`config.mk`:
```
export PLATFORM = sky130hd
export DESIGN_NAME = pong_ball_engine_flat
export DESIGN_NICKNAME = d
export VERILOG_FILES = /design/src/rtl/pong_pkg.sv /design/src/rtl/pong_ball_engine_if.sv /design/src/rtl/vsync_tick.sv /design/src/rtl/pong_ball_engine.sv /design/src/flat_wrapper.sv
export SDC_FILE = /design/constraint.sdc
export NUM_CORES = 1
export LEC_CHECK = 0
export CAP_MARGIN = 20
export CORE_ASPECT_RATIO = 0.6
export CORE_UTILIZATION = 57
export DETAILED_ROUTE_END_ITERATION = 12
export PLACE_DENSITY = 0.81
export SYNTH_ARGS = -nofsm -noshare
export SYNTH_HDL_FRONTEND = slang
export SYNTH_SLANG_ARGS = --single-unit
```
`constraint.sdc`:
```
create_clock -name i_clk -period 5.1 [get_ports i_clk]
set_input_delay 0.51 -clock i_clk [delete_from_list [all_inputs] [get_ports i_clk]]
set_output_delay 0.51 -clock i_clk [all_outputs]
set_load 0.01 [all_outputs]
```
`src/rtl/pong_pkg.sv`:
```
// pong_pkg: screen/paddle geometry shared by the ball and paddle blocks,
// the ball state encoding, and helpers for the signed geometry domain.
package pong_pkg;

   localparam int H_ACTIVE     = 640;
   localparam int V_ACTIVE     = 480;
   localparam int WALL_MARGIN  = 10;
   localparam int BALL_HALF    = 2;
   localparam int SPEED        = 2;
   localparam int PAD_L_X      = 22;
   localparam int PAD_R_X      = 617;
   localparam int PAD_HALF_H   = 16;
   localparam int SERVE_FRAMES = 60;

   typedef logic [9:0] coord_t;

   typedef enum logic [1:0] {
      SERVE_WAIT = 2'd0,
      PLAY       = 2'd1,
      SCORED     = 2'd2
   } ball_state_t;

   // Absolute value in the 11-bit signed domain used for all geometry.
   function automatic logic signed [10:0] abs11(input logic signed [10:0] v);
      return v[10] ? -v : v;
   endfunction

   // Zero-extend a 10-bit screen coordinate so differences never wrap.
   function automatic logic signed [10:0] to_s11(input logic [9:0] v);
      return signed'({1'b0, v});
   endfunction

endpackage

```
`src/rtl/pong_ball_engine_if.sv`:
```
// pong_ball_engine_if: raster and paddle inputs, ball position, score pulses
// and ball pixel colour of the ball engine.
interface pong_ball_engine_if;
   import pong_pkg::*;

   coord_t hcount;
   coord_t vcount;
   logic   vsync;
   coord_t pad_l_y;
   coord_t pad_r_y;
   coord_t ball_x;
   coord_t ball_y;
   logic   score_l;
   logic   score_r;
   logic   serving;
   logic   r;
   logic   g;
   logic   b;

   modport master (
      output hcount, vcount, vsync, pad_l_y, pad_r_y,
      input  ball_x, ball_y, score_l, score_r, serving, r, g, b
   );

   modport slave (
      input  hcount, vcount, vsync, pad_l_y, pad_r_y,
      output ball_x, ball_y, score_l, score_r, serving, r, g, b
   );

endinterface

```
`src/rtl/vsync_tick.sv`:
```
// vsync_tick: brings raw active-low vsync into the pixel clock domain and
// emits a one-cycle frame tick on each falling edge. Reset parks the whole
// chain at the idle (high) level so no stale edge survives a reset.
module vsync_tick (
   input  logic i_clk,
   input  logic i_reset,
   input  logic i_vsync,
   output logic o_frame_tick
);

   logic r_sync1;
   logic r_sync2;
   logic r_prev;

   // Two-stage synchroniser followed by one delay stage for edge detection.
   always_ff @(posedge i_clk) begin
      if (i_reset) begin
         r_sync1 <= 1'b1;
         r_sync2 <= 1'b1;
         r_prev  <= 1'b1;
      end else begin
         r_sync1 <= i_vsync;
         r_sync2 <= r_sync1;
         r_prev  <= r_sync2;
      end
   end

   assign o_frame_tick = r_prev & ~r_sync2;

endmodule

```
`src/rtl/pong_ball_engine.sv`:
```
// pong_ball_engine: ball position/direction, serve/score state machine,
// wall and paddle collision, and the registered ball pixel. Everything
// advances once per frame tick derived from vsync.
module pong_ball_engine #(
   parameter int H_ACTIVE     = pong_pkg::H_ACTIVE,
   parameter int V_ACTIVE     = pong_pkg::V_ACTIVE,
   parameter int BALL_HALF    = pong_pkg::BALL_HALF,
   parameter int SPEED        = pong_pkg::SPEED,
   parameter int WALL_MARGIN  = pong_pkg::WALL_MARGIN,
   parameter int PAD_L_X      = pong_pkg::PAD_L_X,
   parameter int PAD_R_X      = pong_pkg::PAD_R_X,
   parameter int PAD_HALF_H   = pong_pkg::PAD_HALF_H,
   parameter int SERVE_FRAMES = pong_pkg::SERVE_FRAMES
) (
   input  logic              i_clk,
   input  logic              i_reset,
   pong_ball_engine_if.slave io_bus
);

   localparam int CNT_W = (SERVE_FRAMES > 1) ? $clog2(SERVE_FRAMES) : 1;

   // Geometry constants in the signed domain used by the collision tests.
   localparam logic signed [10:0] L_SPD   = 11'(SPEED);
   localparam logic signed [10:0] L_BH    = 11'(BALL_HALF);
   localparam logic signed [10:0] L_YMIN  = 11'(WALL_MARGIN);
   localparam logic signed [10:0] L_YMAX  = 11'(V_ACTIVE - 1 - WALL_MARGIN);
   localparam logic signed [10:0] L_XMAX  = 11'(H_ACTIVE - 1);
   localparam logic signed [10:0] L_PLX   = 11'(PAD_L_X);
   localparam logic signed [10:0] L_PRX   = 11'(PAD_R_X);
   localparam logic signed [10:0] L_REACH = 11'(PAD_HALF_H + BALL_HALF);

   localparam logic [9:0] C_X      = 10'(H_ACTIVE / 2);
   localparam logic [9:0] C_Y      = 10'(V_ACTIVE / 2);
   localparam logic [9:0] C_LHIT_X = 10'(PAD_L_X + BALL_HALF + 1);
   localparam logic [9:0] C_RHIT_X = 10'(PAD_R_X - BALL_HALF - 1);
   localparam logic [CNT_W-1:0] C_SERVE_LAST = CNT_W'(SERVE_FRAMES - 1);

   pong_pkg::ball_state_t r_state, w_state_nx;
   logic [9:0]       r_x, r_y, w_x_nx, w_y_nx;
   logic             r_dir_x, r_dir_y, w_dir_x_nx, w_dir_y_nx;   // 1 = +
   logic [CNT_W-1:0] r_cnt, w_cnt_nx;
   logic             r_score_l, r_score_r, w_score_l_nx, w_score_r_nx;
   logic             r_pix;

   logic                w_tick;
   logic signed [10:0]  w_x, w_y, w_nx, w_ny, w_pl, w_pr, w_hc, w_vc;
   logic                w_hit_l, w_hit_r, w_miss_l, w_miss_r, w_draw;

   vsync_tick u_tick (
      .i_clk        (i_clk),
      .i_reset      (i_reset),
      .i_vsync      (io_bus.vsync),
      .o_frame_tick (w_tick)
   );

   assign w_x  = pong_pkg::to_s11(r_x);
   assign w_y  = pong_pkg::to_s11(r_y);
   assign w_pl = pong_pkg::to_s11(io_bus.pad_l_y);
   assign w_pr = pong_pkg::to_s11(io_bus.pad_r_y);
   assign w_hc = pong_pkg::to_s11(io_bus.hcount);
   assign w_vc = pong_pkg::to_s11(io_bus.vcount);

   assign w_nx = r_dir_x ? (w_x + L_SPD) : (w_x - L_SPD);
   assign w_ny = r_dir_y ? (w_y + L_SPD) : (w_y - L_SPD);

   // A paddle only catches the ball on the frame it crosses the face, so a
   // ball already behind the face keeps going and is scored as a miss.
   assign w_hit_l = !r_dir_x && (w_nx - L_BH <= L_PLX) && (w_x - L_BH > L_PLX - L_SPD)
                    && (pong_pkg::abs11(w_y - w_pl) <= L_REACH);
   assign w_hit_r =  r_dir_x && (w_nx + L_BH >= L_PRX) && (w_x + L_BH < L_PRX + L_SPD)
                    && (pong_pkg::abs11(w_y - w_pr) <= L_REACH);
   assign w_miss_l = (w_nx - L_BH) < 11'sd0;
   assign w_miss_r = (w_nx + L_BH) > L_XMAX;

   // Next-state, next-position and score pulse decode; only acts on a tick.
   always_comb begin
      w_state_nx   = r_state;
      w_x_nx       = r_x;
      w_y_nx       = r_y;
      w_dir_x_nx   = r_dir_x;
      w_dir_y_nx   = r_dir_y;
      w_cnt_nx     = r_cnt;
      w_score_l_nx = 1'b0;
      w_score_r_nx = 1'b0;
      if (w_tick) begin
         unique case (r_state)
            pong_pkg::SERVE_WAIT: begin
               w_x_nx = C_X;
               w_y_nx = C_Y;
               if (r_cnt == C_SERVE_LAST) begin
                  w_cnt_nx   = '0;
                  w_state_nx = pong_pkg::PLAY;
               end else begin
                  w_cnt_nx = r_cnt + 1'b1;
               end
            end
            pong_pkg::PLAY: begin
               if (w_ny < L_YMIN) begin
                  w_y_nx     = L_YMIN[9:0];
                  w_dir_y_nx = 1'b1;
               end else if (w_ny > L_YMAX) begin
                  w_y_nx     = L_YMAX[9:0];
                  w_dir_y_nx = 1'b0;
               end else begin
                  w_y_nx = w_ny[9:0];
               end
               if (w_hit_l) begin
                  w_x_nx     = C_LHIT_X;
                  w_dir_x_nx = 1'b1;
               end else if (w_hit_r) begin
                  w_x_nx     = C_RHIT_X;
                  w_dir_x_nx = 1'b0;
               end else if (w_miss_l || w_miss_r) begin
                  // Ball freezes where it left the field until recentred.
                  w_y_nx       = r_y;
                  w_dir_y_nx   = r_dir_y;
                  w_score_r_nx = w_miss_l;
                  w_score_l_nx = !w_miss_l;
                  w_state_nx   = pong_pkg::SCORED;
               end else begin
                  w_x_nx = w_nx[9:0];
               end
            end
            pong_pkg::SCORED: begin
               // dir_x still points at the side that conceded, which is
               // where the next serve goes, so it is simply kept.
               w_x_nx     = C_X;
               w_y_nx     = C_Y;
               w_cnt_nx   = '0;
               w_state_nx = pong_pkg::SERVE_WAIT;
            end
            default: w_state_nx = pong_pkg::SERVE_WAIT;
         endcase
      end
   end

   // Ball state registers and one-cycle score pulses.
   always_ff @(posedge i_clk) begin
      if (i_reset) begin
         r_state   <= pong_pkg::SERVE_WAIT;
         r_x       <= C_X;
         r_y       <= C_Y;
         r_dir_x   <= 1'b1;
         r_dir_y   <= 1'b1;
         r_cnt     <= '0;
         r_score_l <= 1'b0;
         r_score_r <= 1'b0;
      end else begin
         r_state   <= w_state_nx;
         r_x       <= w_x_nx;
         r_y       <= w_y_nx;
         r_dir_x   <= w_dir_x_nx;
         r_dir_y   <= w_dir_y_nx;
         r_cnt     <= w_cnt_nx;
         r_score_l <= w_score_l_nx;
         r_score_r <= w_score_r_nx;
      end
   end

   assign w_draw = (r_state != pong_pkg::SCORED)
                   && (pong_pkg::abs11(w_hc - w_x) <= L_BH)
                   && (pong_pkg::abs11(w_vc - w_y) <= L_BH);

   // Ball pixel, one clock behind the raster position.
   always_ff @(posedge i_clk) begin
      if (i_reset) r_pix <= 1'b0;
      else         r_pix <= w_draw;
   end

   assign io_bus.ball_x  = r_x;
   assign io_bus.ball_y  = r_y;
   assign io_bus.score_l = r_score_l;
   assign io_bus.score_r = r_score_r;
   assign io_bus.serving = (r_state == pong_pkg::SERVE_WAIT);
   assign io_bus.r       = r_pix;
   assign io_bus.g       = r_pix;
   assign io_bus.b       = r_pix;

endmodule

```
`src/flat_wrapper.sv`:
```
// flat-port wrapper written by rule: the top's interface ports become plain ports
module pong_ball_engine_flat 
#(
   parameter int H_ACTIVE     = pong_pkg::H_ACTIVE,
   parameter int V_ACTIVE     = pong_pkg::V_ACTIVE,
   parameter int BALL_HALF    = pong_pkg::BALL_HALF,
   parameter int SPEED        = pong_pkg::SPEED,
   parameter int WALL_MARGIN  = pong_pkg::WALL_MARGIN,
   parameter int PAD_L_X      = pong_pkg::PAD_L_X,
   parameter int PAD_R_X      = pong_pkg::PAD_R_X,
   parameter int PAD_HALF_H   = pong_pkg::PAD_HALF_H,
   parameter int SERVE_FRAMES = pong_pkg::SERVE_FRAMES
)
  (i_clk, i_reset, io_bus_hcount, io_bus_vcount, io_bus_vsync, io_bus_pad_l_y, io_bus_pad_r_y, io_bus_ball_x, io_bus_ball_y, io_bus_score_l, io_bus_score_r, io_bus_serving, io_bus_r, io_bus_g, io_bus_b);
  pong_ball_engine_if io_bus_i ();
  input  logic i_clk;
  input  logic i_reset;
  input wire logic [$bits(io_bus_i.hcount)-1:0] io_bus_hcount;
  input wire logic [$bits(io_bus_i.vcount)-1:0] io_bus_vcount;
  input wire logic [$bits(io_bus_i.vsync)-1:0] io_bus_vsync;
  input wire logic [$bits(io_bus_i.pad_l_y)-1:0] io_bus_pad_l_y;
  input wire logic [$bits(io_bus_i.pad_r_y)-1:0] io_bus_pad_r_y;
  output wire logic [$bits(io_bus_i.ball_x)-1:0] io_bus_ball_x;
  output wire logic [$bits(io_bus_i.ball_y)-1:0] io_bus_ball_y;
  output wire logic [$bits(io_bus_i.score_l)-1:0] io_bus_score_l;
  output wire logic [$bits(io_bus_i.score_r)-1:0] io_bus_score_r;
  output wire logic [$bits(io_bus_i.serving)-1:0] io_bus_serving;
  output wire logic [$bits(io_bus_i.r)-1:0] io_bus_r;
  output wire logic [$bits(io_bus_i.g)-1:0] io_bus_g;
  output wire logic [$bits(io_bus_i.b)-1:0] io_bus_b;
  assign io_bus_i.hcount = io_bus_hcount;
  assign io_bus_i.vcount = io_bus_vcount;
  assign io_bus_i.vsync = io_bus_vsync;
  assign io_bus_i.pad_l_y = io_bus_pad_l_y;
  assign io_bus_i.pad_r_y = io_bus_pad_r_y;
  assign io_bus_ball_x = io_bus_i.ball_x;
  assign io_bus_ball_y = io_bus_i.ball_y;
  assign io_bus_score_l = io_bus_i.score_l;
  assign io_bus_score_r = io_bus_i.score_r;
  assign io_bus_serving = io_bus_i.serving;
  assign io_bus_r = io_bus_i.r;
  assign io_bus_g = io_bus_i.g;
  assign io_bus_b = io_bus_i.b;
  pong_ball_engine #(.H_ACTIVE(H_ACTIVE), .V_ACTIVE(V_ACTIVE), .BALL_HALF(BALL_HALF), .SPEED(SPEED), .WALL_MARGIN(WALL_MARGIN), .PAD_L_X(PAD_L_X), .PAD_R_X(PAD_R_X), .PAD_HALF_H(PAD_HALF_H), .SERVE_FRAMES(SERVE_FRAMES)) u_core (.i_clk(i_clk), .i_reset(i_reset), .io_bus(io_bus_i));
endmodule
```
==> flow_summary.json, run 1 <==
{
  "status": "finished clean",
  "fp-row-count": 28,
  "synth_compound_area_share_pct": 32.0,
  "drt_first_pass_iters": 5,
  "muxShareOfSynthArea_pct": 1.33,
  "synth_edf_count": 0,
  "hold_violations": 0,
  "routed-via-count": 7002,
  "cts_resized": 0,
  "tightest_slew_ps": 891,
  "synthCells": 855,
  "cpPeakStageDelay_ps": 480,
  "peakVddDrop_uv": 142,
  "final_common_cell": "inv_1",
  "core_um2": 10200,
  "synth_cell_types": 80,
  "worstHoldStart": "u_core.u_tick.r_sync1$_SDFF_PP1_",
  "numCtsBuffers": 5,
  "start_util_pct": 60.4,
  "drc_errors": 0,
  "clockBufferDepth": 2,
  "fin_skew_ps": 8.05,
  "required_ps": 5270,
  "power_density_nw_per_um2": 126,
  "dp.final_hpwl_mm": 15.1,
  "finish.utilization_pct": 69.2,
  "wire_per_inst_um": 18.6,
  "final_area_um2": 7040,
  "async_flop_share_pct": 0,
  "die_area_um2": 11200,
  "diodes": 0,
  "cts_root_buffer": "clkbuf_16",
  "min_path_cells": 1,
  "layout-drive-gt1-share_pct": 5.41,
  "finalSetupViolCount": 0,
  "die_y_um": 82.4,
  "arrival_ps": 4810,
  "drt-total-wl_mm": 19.3,
  "fin_tns_setup_ps": 0,
  "worst_setup_path_start_kind": "input port",
  "busiest_layer": "met2",
  "grt_pass1_wl_mm": 31.0,
  "report.final.slew_viol_count": 0,
  "final_antenna_net_count": 0,
  "synth-simple-area-share_pct": 25.2,
  "die_w_um": 136,
  "use_met1_pct": 50.6,
  "ys.flop_type": "dfxtp_1",
  "placed_cell_area_um2": 6890,
  "ys_warn_count": 0,
  "ys_seq_area_share_pct": 11.7,
  "power_w": 0.000886,
  "rsz0062_at_grt": "false",
  "pin_count": 69,
  "antenna_found_initial": 0,
  "synth-xor-area-share_pct": 8.87,
  "maxCapViolCount": 0,
  "area_growth_pct": 14.7,
  "avgSynthCellArea_um2": 7.18,
  "p_leak_nw": 2.82,
  "path_clk_slew_ps": 60,
  "r2r_cells": 16,
  "finalCritPeriodShare_pct": 90.9,
  "slowest_stage": "a211oi_1",
  "cp_max_fo": 10,
  "layout.cells.non_filler": 1040,
  "max_slew_margin_pct": 40.4,
  "postCtsSetupBuffers": 0,
  "grt_use_met2_pct": 53.6,
  "drt-initial-drc-count": 627,
  "grt.overflow.total": 0,
  "grt_max_degree": 24,
  "fin_nets": 1010,
  "synth_nets": 961,
  "grtUsageMet3_pct": 6.41,
  "dp_cells": 1031,
  "end_kind": "flop",
  "grt_usage_pct": 34.8,
  "h-tree-depth": 2,
  "grt_pass1_vias": 6352,
  "ys_ff_latch": 36,
  "r2r_start": "u_core.io_bus.ball_x[2]$_SDFFE_PP0P_",
  "reg2reg_slack_ps": 470,
  "cts_tree": "yes",
  "r2r-end": "u_core.io_bus.ball_x[9]$_SDFFE_PP0P_",
  "syn-cell-area_um2": 6130,
  "synth_top_family_by_area": "compound AO/OA/AOI/OAI gates",
  "synthAdderAreaFrac_pct": 13.5,
  "io_buffer_count": 68,
  "viasPerCell": 6.73,
  "clk_latency_ps": 290,
  "finalCriticalPeriod_ps": 4640,
  "cts_hold_buf": 0,
  "hold-path-endpoint": "u_core.u_tick.r_sync2$_SDFF_PP1_",
  "fmax_ghz": 0.216,
  "layout_common_cells": "75 x inv_1, 70 x nor2_1, 68 x clkdlybuf4s50_1, 63 x a21oi_1, 58 x ha_1",
  "gp_congestion": 1.01,
  "numClockSinks": 36,
  "crit_chain": "clkdlybuf4s50_1 > ha_1 > inv_1 > fa_1 > a211oi_1 > nor2_1 > xnor2_1 > nand3_1 > a211o_1 > a21oi_1 > o2111ai_1 > o21ai_0 > and2_1 > o22ai_2 > a22o_1",
  "critPathKind": "in2reg",
  "hp-class": "reg2reg"
}
==> flip-flops by register name (all words and copies together), names as in the netlist, 2 cells and up <==
register	count
u_core.io_bus.ball_x	10
u_core.io_bus.ball_y	10
u_core.r_cnt	6
u_core.r_state	2
==> power breakdown <==
part | internal [W] | switching (W)
Clock | 0.000182 | 0.000125
Combinational | 0.000129 | 0.000164
Sequential | 0.000283 | 0.00000179
Total | 0.000595 | 0.000291
==> logic make-up (layout without fill, tap and decap cells) <==
family          after synthesis  after routing
xor+xnor                     58             58
compound gates              284            284
buf+inv                     112            162
flops                        36             36
mux                           8              8
fa+ha+maj                    63             63
simple gates                294            294
==> through the flow <==
step                      setup slack [ps]  hold slack (ps)
after global placement                 393              397
after floorplan                        962              389
final                                  463              422
after global routing                  88.8              423
after CTS                              529              414
after detailed placement               247              401
==> worst max path at each step <==
| stage | from | to | cells after the start |
|---|---|---|---|
| after floorplan | u_core.io_bus.ball_x[1]$_SDFFE_PP0P_ | u_core.r_dir_y$_SDFFE_PP1P_ | 19 |
| after global placement | io_bus_pad_r_y[0] | u_core.io_bus.ball_x[1]$_SDFFE_PP0P_ | 15 |
| after detailed placement | io_bus_pad_r_y[0] | u_core.io_bus.ball_x[9]$_SDFFE_PP0P_ | 15 |
| after CTS | io_bus_pad_r_y[0] | u_core.io_bus.ball_x[9]$_SDFFE_PP0P_ | 15 |
| after global routing | io_bus_pad_r_y[0] | u_core.io_bus.ball_x[9]$_SDFFE_PP0P_ | 15 |
| final | io_bus_pad_r_y[0] | u_core.io_bus.ball_x[9]$_SDFFE_PP0P_ | 15 |
==> metal layers <==
layer,vias up,share of wire [%]
met5,-,0.24
met4,2,1.0
met3,41,11
met2,412,42
met1,3267,45
li1,3280,-
==> cell type report <==
| class | instances | area (µm²) |
|---|---|---|
| repair buffers | 78 | 756 |
| well taps | 135 | 169 |
| clock inverters | 1 | 8.76 |
| flip-flops and latches | 36 | 721 |
| clock buffers | 7 | 133 |
| multi-input cells | 707 | 4960 |
| inverters | 76 | 285 |
| fillers | 848 | 3120 |
==> worst max-delay path: cells and delay by family <==
| kind | cells | cell delay (ps) |
|---|---|---|
| AOI/OAI and AO/OA | 7 | 1980 |
| xor gates and xnor gates | 1 | 400 |
| adders and majority gates | 2 | 600 |
| buffers and inverters | 2 | 510 |
| and+or+nand+nor | 3 | 810 |
==> synth_stat cells, types with 5 or more instances <==
master / n / area [µm²]
inv_1: 75 / 282
nor2_1: 70 / 263
a21oi_1: 63 / 315
ha_1: 58 / 726
nand2_1: 51 / 191
o21ai_0: 51 / 255
dfxtp_1: 36 / 721
xnor2_1: 31 / 272
nor3_1: 30 / 150
clkbuf_1: 25 / 93.8
nand3_1: 24 / 120
xor2_1: 23 / 201
a21o_1: 18 / 135
or3_1: 16 / 100
nand4_1: 14 / 87.6
a211oi_1: 13 / 97.6
a31oi_1: 13 / 81.3
nor4_1: 13 / 81.3
o211ai_1: 12 / 90.1
o21a_1: 12 / 90.1
o31ai_1: 12 / 90.1
or2_2: 12 / 75.1
and3_1: 10 / 62.6
nor2b_1: 10 / 62.6
nor3b_1: 10 / 75.1
and2_1: 9 / 56.3
o221ai_1: 8 / 70.1
mux2i_1: 7 / 70.1
o21bai_1: 7 / 52.6
buf_2: 6 / 30.0
o22ai_1: 6 / 37.5
a22o_1: 5 / 43.8
fa_1: 5 / 100
nand2b_1: 5 / 31.3
nor4b_1: 5 / 43.8
Note: power is estimated with default switching activity, not from simulation.
==> inputs of run 2 (changes only) <==
Settings changed: PLACE_DENSITY 0.81 to 0.86, SETUP_SLACK_MARGIN from default to 0.1.
==> flow_summary.json, run 2 (synthesis gave the netlist of run 1 again) <==
{
  "viasPerCell": 6.54,
  "die_y_um": 82.4,
  "antenna_found_initial": 0,
  "arrival_ps": 4940,
  "required_ps": 5280,
  "io_buffer_count": 68,
  "fin_nets": 1013,
  "area_growth_pct": 15.1,
  "cts_hold_buf": 0,
  "worstHoldStart": "u_core.u_tick.r_sync1$_SDFF_PP1_",
  "pin_count": 69,
  "final_antenna_net_count": 0,
  "drt-total-wl_mm": 18.1,
  "p_leak_nw": 2.84,
  "grt_pass1_wl_mm": 28.5,
  "layout-drive-gt1-share_pct": 5.73,
  "grt_max_degree": 22,
  "drt_first_pass_iters": 6,
  "grt_pass1_vias": 5719,
  "routed-via-count": 6820,
  "fin_tns_setup_ps": 0,
  "h-tree-depth": 2,
  "max_slew_margin_pct": 39.4,
  "fin_skew_ps": 2.49,
  "fin_ws_ps": 333,
  "grt.overflow.total": 0,
  "power_density_nw_per_um2": 125,
  "wire_per_inst_um": 17.3,
  "hp-class": "reg2reg",
  "path_clk_slew_ps": 60,
  "critPathLaunch": "u_core.io_bus.ball_x[2]$_SDFFE_PP0P_",
  "tightest_slew_ps": 906,
  "hold_violations": 0,
  "die_area_um2": 11200,
  "rsz0062_at_grt": "false",
  "core_um2": 10200,
  "dp.final_hpwl_mm": 14.1,
  "finalSetupViolCount": 0,
  "grt_usage_pct": 32.2,
  "start_util_pct": 60.4,
  "end_kind": "flop",
  "finalCriticalPeriod_ps": 4770,
  "status": "finished clean",
  "nFillCells": 865,
  "maxCapViolCount": 0,
  "r2r_start": "u_core.io_bus.ball_x[2]$_SDFFE_PP0P_",
  "clockBufferDepth": 2,
  "cp_max_fo": 11,
  "die_w_um": 136,
  "fp-row-count": 28,
  "numCtsBuffers": 5,
  "cts_tree": "yes",
  "critPathKind": "reg2reg",
  "peakVddDrop_uv": 156,
  "report.final.slew_viol_count": 0,
  "place_ws_ps": 417,
  "drc_errors": 0,
  "cts_resized": 0,
  "worst_setup_path_start_kind": "flop",
  "gp_congestion": 1.00,
  "dp_cells": 1035,
  "clk_latency_ps": 280,
  "layout_common_cells": "75 x inv_1, 70 x nor2_1, 68 x clkdlybuf4s50_1, 63 x a21oi_1, 58 x ha_1",
  "fmax_ghz": 0.210,
  "numClockSinks": 36,
  "postCtsSetupBuffers": 0,
  "cts_root_buffer": "clkbuf_16",
  "layout.cells.non_filler": 1043,
  "final_common_cell": "inv_1",
  "finalCritPeriodShare_pct": 93.5,
  "diodes": 0,
  "drt-initial-drc-count": 763
}
run 2: cell count changes in the layout (fill, tap and decap cells not counted), sizes merged:
cell and change:
buf +3
run 2: final timing paths:
check,to,slack [ps],depth (start not counted)
setup / recovery,u_core.io_bus.ball_x[9]$_SDFFE_PP0P_,330,16
hold / removal,u_core.u_tick.r_sync2$_SDFF_PP1_,410,1
setup reg to reg,u_core.io_bus.ball_x[9]$_SDFFE_PP0P_,330,16
hold reg to reg,u_core.u_tick.r_sync2$_SDFF_PP1_,410,1
run 2: per-stage QoR:
step	power, W	util, %	hold WS [ps]	cell area (µm²)
floorplan	0.000490	-	389	6130
global route	0.000919	69.5	432	7060
finish	0.000879	69.5	412	7060
global placement	0.000566	68.1	390	6920
CTS	0.000871	69.5	414	7060
detailed placement	0.000570	68.1	399	6920
run 2: critical path, cell delays in order (launching register included):
cell      delay (ps)
dfxtp_1          500
inv_1            160
ha_1             520
xor2_1           200
inv_1            190
ha_1             290
nand2_1           80
mux2i_1          450
o21ai_0          240
nor3_1           190
a31o_2           130
a211oi_1         120
or3_1            430
a21oi_2          180
and2_1           410
o22ai_2          250
a22o_1           300
run 2: layout make-up:
class | instances | area [µm²] | share of cell area [%]
clock buffer | 7 | 133 | 1.88
clock inverter | 1 | 8.76 | 0.124
inverter | 76 | 285 | 4.04
multi-input combinational | 707 | 4960 | 70.3
sequential | 36 | 721 | 10.2
tap | 135 | 169 | 2.39
timing repair buffer | 81 | 778 | 11.0
run 2: power by group:
group	switching, W	total [W]	internal [W]
Sequential	0.00000168	0.000285	0.000283
Clock	0.000124	0.000306	0.000182
Combinational	0.000159	0.000288	0.000129
Total	0.000284	0.000879	0.000595
run 2: metal layers:
| metal | track usage, % | wire length, µm | vias up |
|---|---|---|---|
| met5 | 0 | 0 | - |
| met4 | 3.11 | 142 | 0 |
| met3 | 7.63 | 2150 | 32 |
| met2 | 46.3 | 6970 | 394 |
| met1 | 48.9 | 8800 | 3099 |
| li1 | - | - | 3295 |
==> inputs of run 3 (changes only) <==
--- a/config.mk
+++ b/config.mk
@@ -7,3 +7,2 @@
 export LEC_CHECK = 0
-export CAP_MARGIN = 20
 export CORE_ASPECT_RATIO = 0.6
==> constraint.sdc (replaced) <==
create_clock -name i_clk -period 5.1 [get_ports i_clk]
set_input_delay 1.02 -clock i_clk [delete_from_list [all_inputs] [get_ports i_clk]]
set_output_delay 1.02 -clock i_clk [all_outputs]
set_load 0.01 [all_outputs]
==> flow_summary.json, run 3 (synthesis gave the netlist of run 1 again) <==
{
  "required_ps": 5330,
  "drt-initial-drc-count": 758,
  "dp_cells": 1042,
  "finalCriticalPeriod_ps": 4720,
  "power_density_nw_per_um2": 126,
  "clk_latency_ps": 290,
  "path_buf_inv": 4,
  "crit_chain": "clkdlybuf4s50_1 > ha_1 > inv_1 > fa_1 > a211oi_1 > buf_4 > nor4b_4 > o21ai_0 > and3_1 > a2111oi_1 > a41o_1 > o2111ai_1 > o21ai_0 > buf_4 > nand2_1 > nor4_4 > a22o_1",
  "peakVddDrop_uv": 117,
  "grt_pass1_wl_mm": 29.0,
  "r2r-end": "u_core.io_bus.ball_x[8]$_SDFFE_PP1P_",
  "viasPerCell": 6.55,
  "drt_first_pass_iters": 5,
  "r2r_cells": 17,
  "grt.overflow.total": 0,
  "hold-path-endpoint": "u_core.u_tick.r_sync2$_SDFF_PP1_",
  "layout.cells.non_filler": 1050,
  "cts_root_buffer": "clkbuf_16",
  "status": "finished clean",
  "drt-total-wl_mm": 18.3,
  "rsz0062_at_grt": "false",
  "max_slew_margin_pct": 18.9,
  "grt_max_degree": 22,
  "area_growth_pct": 16.5,
  "hp-class": "reg2reg",
  "fin_skew_ps": 5.31,
  "finalCritPeriodShare_pct": 92.6,
  "cpPeakStageDelay_ps": 400,
  "tightest_slew_ps": 1210,
  "crit_family": "compound AO/OA/AOI/OAI gates",
  "antenna_found_initial": 0,
  "start_util_pct": 60.4,
  "layout-drive-gt1-share_pct": 6.99,
  "die_w_um": 136,
  "report.final.slew_viol_count": 0,
  "reg2reg_slack_ps": 390,
  "fp-row-count": 28,
  "routed-via-count": 6880,
  "layout_common_cells": "75 x inv_1, 70 x nor2_1, 68 x clkdlybuf4s50_1, 63 x a21oi_1, 58 x ha_1",
  "r2r_start": "u_core.io_bus.ball_x[2]$_SDFFE_PP0P_",
  "numClockSinks": 36,
  "postCtsSetupBuffers": 0,
  "finalSetupViolCount": 0,
  "path_clk_slew_ps": 60,
  "final_antenna_net_count": 0,
  "grt_usage_pct": 32.2,
  "maxCapViolCount": 0,
  "fin_tns_setup_ps": 0,
  "slowest_stage": "clkdlybuf4s50_1",
  "worstHoldStart": "u_core.u_tick.r_sync1$_SDFF_PP1_",
  "cp_max_fo": 6,
  "h-tree-depth": 2,
  "wire_per_inst_um": 17.4,
  "end_kind": "flop",
  "core_um2": 10200,
  "io_buffer_count": 68,
  "cts_hold_buf": 0,
  "pin_count": 69,
  "die_y_um": 82.4,
  "fin_nets": 1020,
  "hold_violations": 0,
  "fmax_ghz": 0.212,
  "die_area_um2": 11200,
  "min_path_cells": 1,
  "dp.final_hpwl_mm": 14.2,
  "arrival_ps": 4950,
  "numCtsBuffers": 5,
  "gp_congestion": 0.961,
  "clockBufferDepth": 2,
  "nFillCells": 815,
  "cts_tree": "yes",
  "worst_setup_path_start_kind": "input port",
  "grt_pass1_vias": 5876,
  "critPathKind": "in2reg",
  "diodes": 0,
  "final_common_cell": "inv_1",
  "p_leak_nw": 2.89,
  "drc_errors": 0
}
==> run 3: layout make-up <==
class | count | area, µm² | share of cell area, %
clock buffer | 6 | 139 | 1.94
clock inverter | 2 | 13.8 | 0.193
inverter | 76 | 285 | 3.99
multi-input combinational | 707 | 4990 | 69.8
sequential | 36 | 721 | 10.1
tap | 135 | 169 | 2.36
timing repair buffer | 88 | 831 | 11.6
==> run 3: through the flow <==
stage	util [%]	cell area, µm²	power, W	hold WS (ps)	setup slack, ps
global route	70.3	7140	0.000947	420	124
CTS	70.1	7120	0.000895	408	281
floorplan	-	6130	0.000490	389	811
finish	70.3	7140	0.000903	408	376
global placement	68.6	6970	0.000571	391	140
detailed placement	68.6	6970	0.000577	394	18.6
==> run 3: how the worst max path moves through the flow <==
stage / from / end / slack [ps] / cells past startpoint
after global placement: io_bus_pad_r_y[0] / u_core.io_bus.ball_x[1]$_SDFFE_PP0P_ / 140 / 16
after CTS: io_bus_pad_r_y[0] / u_core.io_bus.ball_x[9]$_SDFFE_PP0P_ / 280 / 16
final: io_bus_pad_r_y[0] / u_core.io_bus.ball_x[9]$_SDFFE_PP0P_ / 380 / 17
after floorplan: io_bus_pad_r_y[0] / u_core.r_dir_y$_SDFFE_PP1P_ / 810 / 15
after global routing: io_bus_pad_r_y[2] / u_core.io_bus.ball_x[5]$_SDFFE_PP0P_ / 120 / 15
after detailed placement: io_bus_pad_r_y[0] / u_core.io_bus.ball_x[9]$_SDFFE_PP0P_ / 20 / 16
==> run 3: what timing repair did <==
item | CTS | global route
endpoints found under the hold margin | 0 | 0
resized for setup | 0 | 5
setup endpoints to repair | 0 | 18
==> run 3: routing by layer <==
layer	up-vias	part of all wire (%)	global-route usage, %
li1	3309	-	-
met1	3154	48	48.9
met2	399	39	46.8
met3	18	12	7.94
met4	0	0.53	2.22
met5	-	0	0
==> run 3: where the power goes <==
part / internal [W] / switching, W / leakage, nW
combinational: 0.000134 / 0.000163 / 2.52
clock: 0.000195 / 0.000125 / 0.0772
sequential: 0.000283 / 0.00000173 / 0.291
